**src/rtl/fea_pkg.sv**
```systemverilog
// Shared command codes, FSM states and command type for the
// FEA mesh sequencer and its node block.
package fea_pkg;

  typedef logic [2:0] cmd_t;

  localparam cmd_t CMD_WR_PROTECT = 3'd0;
  localparam cmd_t CMD_SET_NODE   = 3'd1;
  localparam cmd_t CMD_SET_POS    = 3'd2;
  localparam cmd_t CMD_RUN        = 3'd3;

  typedef enum logic [2:0] {
    S_IDLE,
    S_LOAD_POS,
    S_LOAD_VAL,
    S_RUN,
    S_READBACK,
    S_DONE
  } state_t;

endpackage

```
**src/rtl/fea_cmd_demux.sv**
```systemverilog
// Expands one (index, command, broadcast) triple into the packed
// per-node command vector; unaddressed nodes get WR_PROTECT.
module fea_cmd_demux
  import fea_pkg::*;
#(
  parameter int NUM_NODES = 8,
  parameter int IDX_W     = (NUM_NODES > 1) ? $clog2(NUM_NODES) : 1
) (
  input  logic [IDX_W-1:0]       idx,
  input  cmd_t                   cmd,
  input  logic                   bcast,
  output logic [3*NUM_NODES-1:0] node_cmd
);

  always_comb begin
    node_cmd = '0;
    for (int i = 0; i < NUM_NODES; i++) begin
      if (bcast || idx == IDX_W'(i)) begin
        node_cmd[3*i +: 3] = cmd;
      end
    end
  end

endmodule

```
**src/rtl/fea_sequencer.sv**
```systemverilog
// FEA mesh job sequencer: load positions/values, run, read back.
// Optional readback stream enabled by FEA_SEQ_READBACK_EN.
module fea_sequencer
  import fea_pkg::*;
#(
  parameter int NUM_NODES = 8,
  parameter int STEP_W    = 16
) (
  input  logic                    clk,
  input  logic                    rst_n,
  input  logic                    start,
  input  logic [STEP_W-1:0]       steps,
  input  logic                    init_valid,
  output logic                    init_ready,
  input  logic [31:0]             init_data,
  output logic [3*NUM_NODES-1:0]  node_cmd,
  output logic [31:0]             set_val,
  input  logic [32*NUM_NODES-1:0] nodeval_bus,
  output logic                    out_valid,
  input  logic                    out_ready,
  output logic [31:0]             out_data,
  output logic                    busy,
  output logic                    done
);

  localparam int IDX_W =
    (NUM_NODES > 1) ? $clog2(NUM_NODES) : 1;
  localparam logic [IDX_W-1:0] LAST =
    IDX_W'(NUM_NODES - 1);

`ifdef FEA_SEQ_READBACK_EN
  localparam state_t POST_RUN = S_READBACK;
`else
  localparam state_t POST_RUN = S_DONE;
`endif

  state_t            state;
  state_t            state_nx;
  logic [STEP_W-1:0] cnt;
  logic [IDX_W-1:0]  idx;
  logic [IDX_W-1:0]  idx_nx;
  cmd_t              cmd_q;
  logic [IDX_W-1:0]  idx_q;
  logic              bcast_q;
  logic              load_acc;
  logic              rd_acc;
  logic              idx_last;

  assign load_acc = init_valid & init_ready;
  assign rd_acc   = out_valid & out_ready;
  assign idx_last = (idx == LAST);
  assign idx_nx   = idx_last ? '0 : idx + IDX_W'(1);

  always_ff @(posedge clk) begin
    if (!rst_n) begin
      state <= S_IDLE;
    end else begin
      state <= state_nx;
    end
  end

  always_comb begin
    state_nx = state;
    unique case (state)
      S_IDLE: begin
        if (start) state_nx = S_LOAD_POS;
      end
      S_LOAD_POS: begin
        if (load_acc && idx_last) state_nx = S_LOAD_VAL;
      end
      S_LOAD_VAL: begin
        if (load_acc && idx_last) begin
          state_nx = (cnt != '0) ? S_RUN : POST_RUN;
        end
      end
      S_RUN: begin
        if (cnt == '0) state_nx = POST_RUN;
      end
      S_READBACK: begin
        if (rd_acc && idx_last) state_nx = S_DONE;
      end
      S_DONE: state_nx = S_IDLE;
      default: state_nx = S_IDLE;
    endcase
  end

  always_comb begin
    busy       = (state != S_IDLE);
    done       = (state == S_DONE);
    init_ready = (state == S_LOAD_POS) ||
                 (state == S_LOAD_VAL);
`ifdef FEA_SEQ_READBACK_EN
    out_valid  = (state == S_READBACK);
`else
    out_valid  = 1'b0;
`endif
    out_data   = out_valid ? nodeval_bus[32*idx +: 32] : '0;
  end

  // Load commands are registered so set_val and node_cmd line up.
  always_ff @(posedge clk) begin
    if (!rst_n) begin
      cnt     <= '0;
      idx     <= '0;
      cmd_q   <= CMD_WR_PROTECT;
      idx_q   <= '0;
      bcast_q <= 1'b0;
      set_val <= '0;
    end else begin
      cmd_q   <= CMD_WR_PROTECT;
      bcast_q <= 1'b0;
      unique case (state)
        S_IDLE: begin
          if (start) begin
            cnt <= steps;
            idx <= '0;
          end
        end
        S_LOAD_POS, S_LOAD_VAL: begin
          if (load_acc) begin
            set_val <= init_data;
            cmd_q   <= (state == S_LOAD_POS) ?
                       CMD_SET_POS : CMD_SET_NODE;
            idx_q   <= idx;
            idx     <= idx_nx;
          end
        end
        S_RUN: begin
          if (cnt != '0) begin
            cmd_q   <= CMD_RUN;
            bcast_q <= 1'b1;
            cnt     <= cnt - STEP_W'(1);
          end
        end
        S_READBACK: begin
          if (rd_acc) idx <= idx_nx;
        end
        default: ;
      endcase
    end
  end

  fea_cmd_demux #(
    .NUM_NODES (NUM_NODES),
    .IDX_W     (IDX_W)
  ) u_demux (
    .idx      (idx_q),
    .cmd      (cmd_q),
    .bcast    (bcast_q),
    .node_cmd (node_cmd)
  );

endmodule

```
**config.mk**
```make
export PLATFORM = sky130hd
export DESIGN_NAME = fea_sequencer
export DESIGN_NICKNAME = d
export VERILOG_FILES = /design/src/rtl/fea_pkg.sv /design/src/rtl/fea_cmd_demux.sv /design/src/rtl/fea_sequencer.sv
export SDC_FILE = /design/constraint.sdc
export NUM_CORES = 1
export LEC_CHECK = 0
export ABC_AREA = 1
export CORE_AREA = 2 2 155 157
export DETAILED_ROUTE_END_ITERATION = 8
export DIE_AREA = 0 0 157 159
export RECOVER_POWER = 100
export SLEW_MARGIN = 20
export SYNTH_ARGS = -nofsm -noshare
export SYNTH_HDL_FRONTEND = slang
export SYNTH_SLANG_ARGS = --single-unit
```
**constraint.sdc**
```tcl
create_clock -name clk -period 1.4 [get_ports clk]
set_input_delay 0.28 -clock clk [delete_from_list [all_inputs] [get_ports clk]]
set_output_delay 0.28 -clock clk [all_outputs]
set_load 0.01 [all_outputs]
```
### After elaboration in Yosys (flattened, before gate mapping)

Cells that the tools add are included.

* output and inout bits: 92
* bits in registers: 61
* input bits: 309
* logic and storage cells: 79

* reduce and logical (&&, ||, !) cells: 23
* equality and inequality tests: 19
* multiplexer cells: 26
* add/sub/neg operators: 2
* bitwise operators: 2

Operators by type and width (number)
* $mux 3: 16
* $mux 16: 2
* $pmux 16 s2: 1
* $eq 3x3->1 const B: 7
* $logic_not 16->1: 1
* $reduce_bool 16->1: 1
* $sub 16x1->16 const B: 1
* $pmux 3 s5: 1
* $eq 3x2->1 const B: 4
* $ne 2x2->1 const B: 6
* $logic_or 1x1->1: 9
* $eq 3x1->1 const B: 2
* $logic_not 3->1: 2
* $mux 2: 3
* $pmux 3 s2: 1
* $reduce_and 3->1: 2
* $reduce_and 5->1: 1
* $pmux 2 s2: 1
* $reduce_and 2->1: 2
* $reduce_bool 2->1: 2
* $add 3x1->3 const B: 1
* $reduce_bool 3->1: 1
* $reduce_or 2->1: 1
* $and 1x1->1: 1
* 3 further kinds: 3

### Longest topological paths before layout

* depth in word-level cells: 6
* depth in mapped cells: 11
* mapped depth without buffers: 11

### Cells and area by module

A second synthesis with hierarchy kept.

* cell total of the unflattened synthesis: 538
* area total of the unflattened synthesis: 3468.3 µm²

Modules (own cells, without submodules)
* fea_sequencer: area each 3266.9 µm², times used 1, cells an instance 494, sequential area each 1201.2 µm²
* fea_cmd_demux: area each 201.4 µm², times used 1, cells an instance 44, sequential area each 0.0 µm²

### Least setup slack after synthesis

Ideal clock, no wire load.

* path type: reg-to-reg
* from: register cnt[0]
* to: register cnt[14]
* clock period less this slack: 1430 ps
* required time: 1287 ps
* cell stages (with the launch flop): 12
* path slack: -30 ps
* buffers on the path: 0
* data arrival time: 1317 ps
* setup time: 113 ps
* cells stage by stage: dfxtp_1 inv_1 ha_1 nand2_1 nor2_1 nand3b_1 nand2_1 inv_1 nor2_1 nand2_1 nand2_1 nor2_1

* word-level cells in the longest chain between the ends: 3
* elaborated cells on any way between the ends: 6
* classes of those cells: add/sub: 1; eq/ne: 1; mux: 2; reduce/logical: 2

Ends and longest elaborated chain
* start, declared: line fea_sequencer.sv:39 `logic [STEP_W-1:0] cnt;`
* start signal, assigned: line fea_sequencer.sv:115 `cnt <= steps;`
* start signal, assigned: line fea_sequencer.sv:132 `cnt <= cnt - STEP_W'(1);`
* $sub 16x1->16 / $reduce_bool 16->1 (equally long branches): line fea_sequencer.sv:132, fea_sequencer.sv:129
* $mux 16 / $ne 2x2->1 (equally long branches)
* $pmux 16 s2 / $reduce_and 3->1 (equally long branches)

Several ways; a longest one is shown, not always the timed one. The select of a mux whose other input is x is not followed.
A chain may end at the register's enable or synchronous reset.

### Worst setup path in the final report

* from: register cnt[1]
* to: register cnt[4]

Same word-level chain as after synthesis.

==> Flow_metrics.wiki <==
{| class="wikitable"
! Metric !! Value
|-
| Synthesized area || 0.00325 mm2
|-
| Routed wirelength normalized by instance count || around 14 um
|-
| Nature of the critical path endpoint || flop
|-
| Count of final hold-check violations || 0
|-
| Post-synth ARST share || 0
|-
| Area post-placement || between 0.004 and 0.005 mm2
|-
| Critical Setup Path Class || flop to flop
|-
| Basic-gate share of the synthesized area counting and, or, nand and nor cells || 0.295
|-
| Worst min path class || flop to flop
|-
| Starting density of the core || 0.140
|-
| Required arrival time at the worst endpoint || ~1.6 ns
|-
| Highest achievable clock rate || around 0.64 GHz
|-
| Largest buffer count on any clock path || 2
|-
| Main flop type after synthesis || dfxtp_1
|-
| Unrepaired setup endpoints after global routing || yes
|-
| Setup-failing EPs final || between 70 and 80
|-
| Top area cells in the synthesized netlist || dfxtp_1 (37%), nor2_1 (14%), buf_4 (10%), nand2_1 (9.7%), o21ai_0 (8.0%)
|-
| Clock sinks || 60
|-
| DP Wirelength || 9260 um
|-
| Proportion of synthesized area in mux cells || 0
|-
| Data arrival time at the worst-slack endpoint || 1.80 ns
|-
| Total die area || 0.0250 mm2
|-
| Slowest cell delay on critical path || roughly 0.32 ns
|-
| Pins Over Slew Limit || 0
|-
| Post-synthesis xor/xnor area fraction || 0.00269
|-
| Number of global-route vias before repair || 3616
|-
| Share of the synthesized area in the top cell type || 0.370
|-
| Top-level I/O count || around 400
|-
| Highest net fanout along the worst path || 6
|-
| Skew-Pair Late Insertion Delay || between 0.3 and 0.4 ns
|-
| Distinct cell type count after synthesis || 31
|-
| Combinational share of power || 0.610
|-
| First-pass detailed-route iteration total || 4
|-
| Synth Area per Inst || roughly 6.6 um2
|-
| Fillers || 2471
|-
| Area growth syn-to-layout || 98.7%
|-
| Family with the most delay on the worst path || simple AND/OR/NAND/NOR gates
|-
| Global-route usage over all layers || 0.110
|-
| Most used standard cell by instance count after synthesis || nor2_1
|-
| Switching power total || 5.74 mW
|-
| Cell Count, Final, Fillers Out || just over 1000
|-
| Last weighted congestion value of the routability-driven placer || a little over 0.8
|-
| Cell row count || 56
|-
| Critical path buffers and inverters || 3
|-
| Violated checks || negative setup slack
|-
| Maximum level of the CTS H-tree || 3
|-
| Routed vias || ~3700
|-
| Final clock skew || ~0.0052 ns
|-
| Cell taking the most area after synthesis || dfxtp_1
|-
| Final worst setup slack || -0.170 ns
|-
| Routed WL || 13900 um
|-
| Clk pwr share || 0.186
|-
| Switching Fraction || 0.406
|-
| Fraction of layout instances using a drive strength above 1 || 0.432
|-
| X dimension of the die || around 160 um
|-
| Final antenna-violating net count || 0
|-
| First-pass GRT wire length || between 20000 and 25000 um
|-
| Min cycle time layout || roughly 1.6 ns
|-
| Post-route cell area || between 0.006 and 0.007 mm2
|-
| Main combinational cell family by area after synthesis || simple AND/OR/NAND/NOR gates
|-
| Clock transition at the registers of the reported paths || 0.06 ns
|-
| Number of input and output port buffers inserted || a little over 100
|-
| Internal || 8.41 mW
|-
| Final routed DRC violation total || 0
|-
| Max-Cap Viols || 0
|-
| Ratio of routed vias to standard cells || 3.69
|-
| Worst path slowest cell || dfxtp_2
|-
| Startpoint kind of the worst setup timing path || flop
|-
| Register bit count reported by yosys || 60
|-
| Worst voltage drop across the vdd grid || 1.08 mV
|-
| Run status || complete, but fails checks
|-
| Largest net degree at the start of global routing || 23
|-
| Number of warning messages in the yosys log || 0
|-
| Number of antenna violations at the first check in global routing || 1
|-
| Cell count after placement || 954
|-
| DRC violation total after the first TritonRoute iteration || 160
|-
| Sequential cell area || about 0.0012 mm2
|-
| Area fraction in compound gates after synthesis || 0.142
|-
| CTS tree || built
|-
| Cell at the root of the clock tree || clkbuf_16
|-
| Part of the total power dissipated in sequential elements || 0.205
|-
| Die height || approximately 160 um
|-
| Power per cell area || between 2000 and 2500 mW/mm2
|-
| Cts bufs inserted || 9
|-
| Number of synthesized flops with an enable pin || 0
|-
| Number of cells produced by synthesis || 490
|-
| Seq/Total Area, Yosys || 0.370
|-
| Leftover overflow at the end of global routing || 0
|-
| Multi-input logic area || 0.00236 mm2
|-
| P_leak || approximately 2.8 nW
|-
| Total number of nets in the final design || between 900 and 1000
|-
| Post-route fraction of the period consumed by the critical path || 1.12
|-
| Std-Cell Core Area || 0.0232 mm2
|-
| Count of hold buffers inserted by post-cts repair || 0
|-
| Adder and majority gate portion of the synthesized area || 0.0154
|-
| Crit path cell chain || inv_2, ha_4, nand2_4, nor2_4, nand3_4, nand3_4, buf_6, clkinvlp_4, nand2_2, a21oi_2
|-
| Most used cell along the critical path || nand3_4
|-
| Synth cell count leaders || nor2_1 (120), nand2_1 (84), dfxtp_1 (60)
|}
area by class of cell:
class	count	share of cell area
sequential	60	0.190
inverter	38	0.0275
tap	319	0.0618
multi-input combinational	372	0.366
clock buffer	10	0.0370
antenna	1	0.000387
timing repair inverter	1	0.00116
clock inverter	6	0.0172
timing repair buffer	201	0.299
metrics by stage:
step	power (mW)	setup TNS [ns]	utilization	hold slack, ns	setup slack, ns
after floorplan	5.49	0	-	0.427	0.0184
after global placement	7.99	-11.99	0.212	0.466	-0.261
after detailed placement	8.02	-13.83	0.212	0.475	-0.283
after CTS	13.4	-7.31	0.265	0.492	-0.220
after global routing	15.1	-14.06	0.278	0.519	-0.273
final	14.1	-8.14	0.278	0.489	-0.170
power by group through the flow:
| stage | Combinational [mW] | Sequential (mW) | Clock (mW) |
|---|---|---|---|
| 2_1_floorplan | 2.66 | 2.83 | 0 |
| 3_3_place_gp | 5.35 | 2.65 | 0 |
| 3_5_place_dp | 5.36 | 2.66 | 0 |
| 4_1_cts | 7.84 | 2.83 | 2.70 |
| 5_1_grt | 9.37 | 2.97 | 2.76 |
| 6_report | 8.62 | 2.89 | 2.63 |
cell families after synthesis:
kind of cell	count (synthesis)
AND/OR/NAND/NOR	236
buffers and inverters	98
AO/OA/AOI/OAI	90
flip-flops	60
adder cells (fa/ha/maj)	4
XOR/XNOR	1
other	1
worst register-to-register path, stage by stage, from the launching register on:
cell and delay [ns]:
dfxtp_2 0.32, inv_2 0.10, ha_4 0.15, nand2_4 0.05, nor2_4 0.13, nand3_4 0.09, nand3_4 0.15, buf_6 0.13
clkinvlp_4 0.16, nand2_2 0.12, a21oi_2 0.05
metal layers:
metal | up-vias | share of wire | GRT usage | wire, um
met2 | 108 | 0.46 | 0.172 | 6460
met5 | - | 0 | 0 | 0
li1 | 1876 | - | - | -
met3 | 18 | 0.12 | 0.0691 | 1680
met1 | 1714 | 0.40 | 0.125 | 5640
met4 | 0 | 0.012 | 0.0275 | 168
registers in the layout (all words and copies together), names as in the netlist:
register	flops
cnt	16
state	3
idx_q	3
bcast_q	1
set_val	32
cmd_q	2
idx	3
path summary, 6_finish.rpt:
kind | from | to | slack (ns) | depth (start not counted)
worst max-delay path | cnt[1]$_SDFFE_PN0P_ | cnt[4]$_SDFFE_PN0P_ | -0.17 | 10
worst min-delay path | set_val[4]$_SDFFE_PN0P_ | set_val[4]$_SDFFE_PN0P_ | 0.49 | 2
worst max register to register | cnt[1]$_SDFFE_PN0P_ | cnt[4]$_SDFFE_PN0P_ | -0.17 | 10
worst min register to register | set_val[4]$_SDFFE_PN0P_ | set_val[4]$_SDFFE_PN0P_ | 0.49 | 2
what timing repair did:
action,CTS,global route
endpoints found under the setup margin,108,87
gates cloned,8,0
setup buffers,20,12
resized for setup,306,121
pin swaps,41,57
cell usage in the layout (no fill, tap or decap), types with 3 or more instances in the layout:
cell type	instances
a21oi_1	14
a21oi_2	11
buf_12	7
buf_16	7
buf_2	15
buf_4	62
buf_6	22
bufinv_16	3
clkbuf_1	3
clkbuf_16	9
clkbuf_2	7
clkdlybuf4s15_1	4
clkdlybuf4s50_1	51
clkinvlp_4	4
conb_1	41
dfxtp_1	51
dfxtp_2	4
dfxtp_4	5
dlygate4sd2_1	21
inv_1	24
inv_2	5
inv_4	3
inv_6	3
nand2_1	61
nand2_2	13
nand2_4	12
nand3_1	10
nand3_2	7
nand3_4	3
nor2_1	69
nor2_2	20
nor2_4	34
o21ai_0	7
o21ai_1	28
o21ai_2	21
Note: power is estimated with default switching activity, not from simulation.
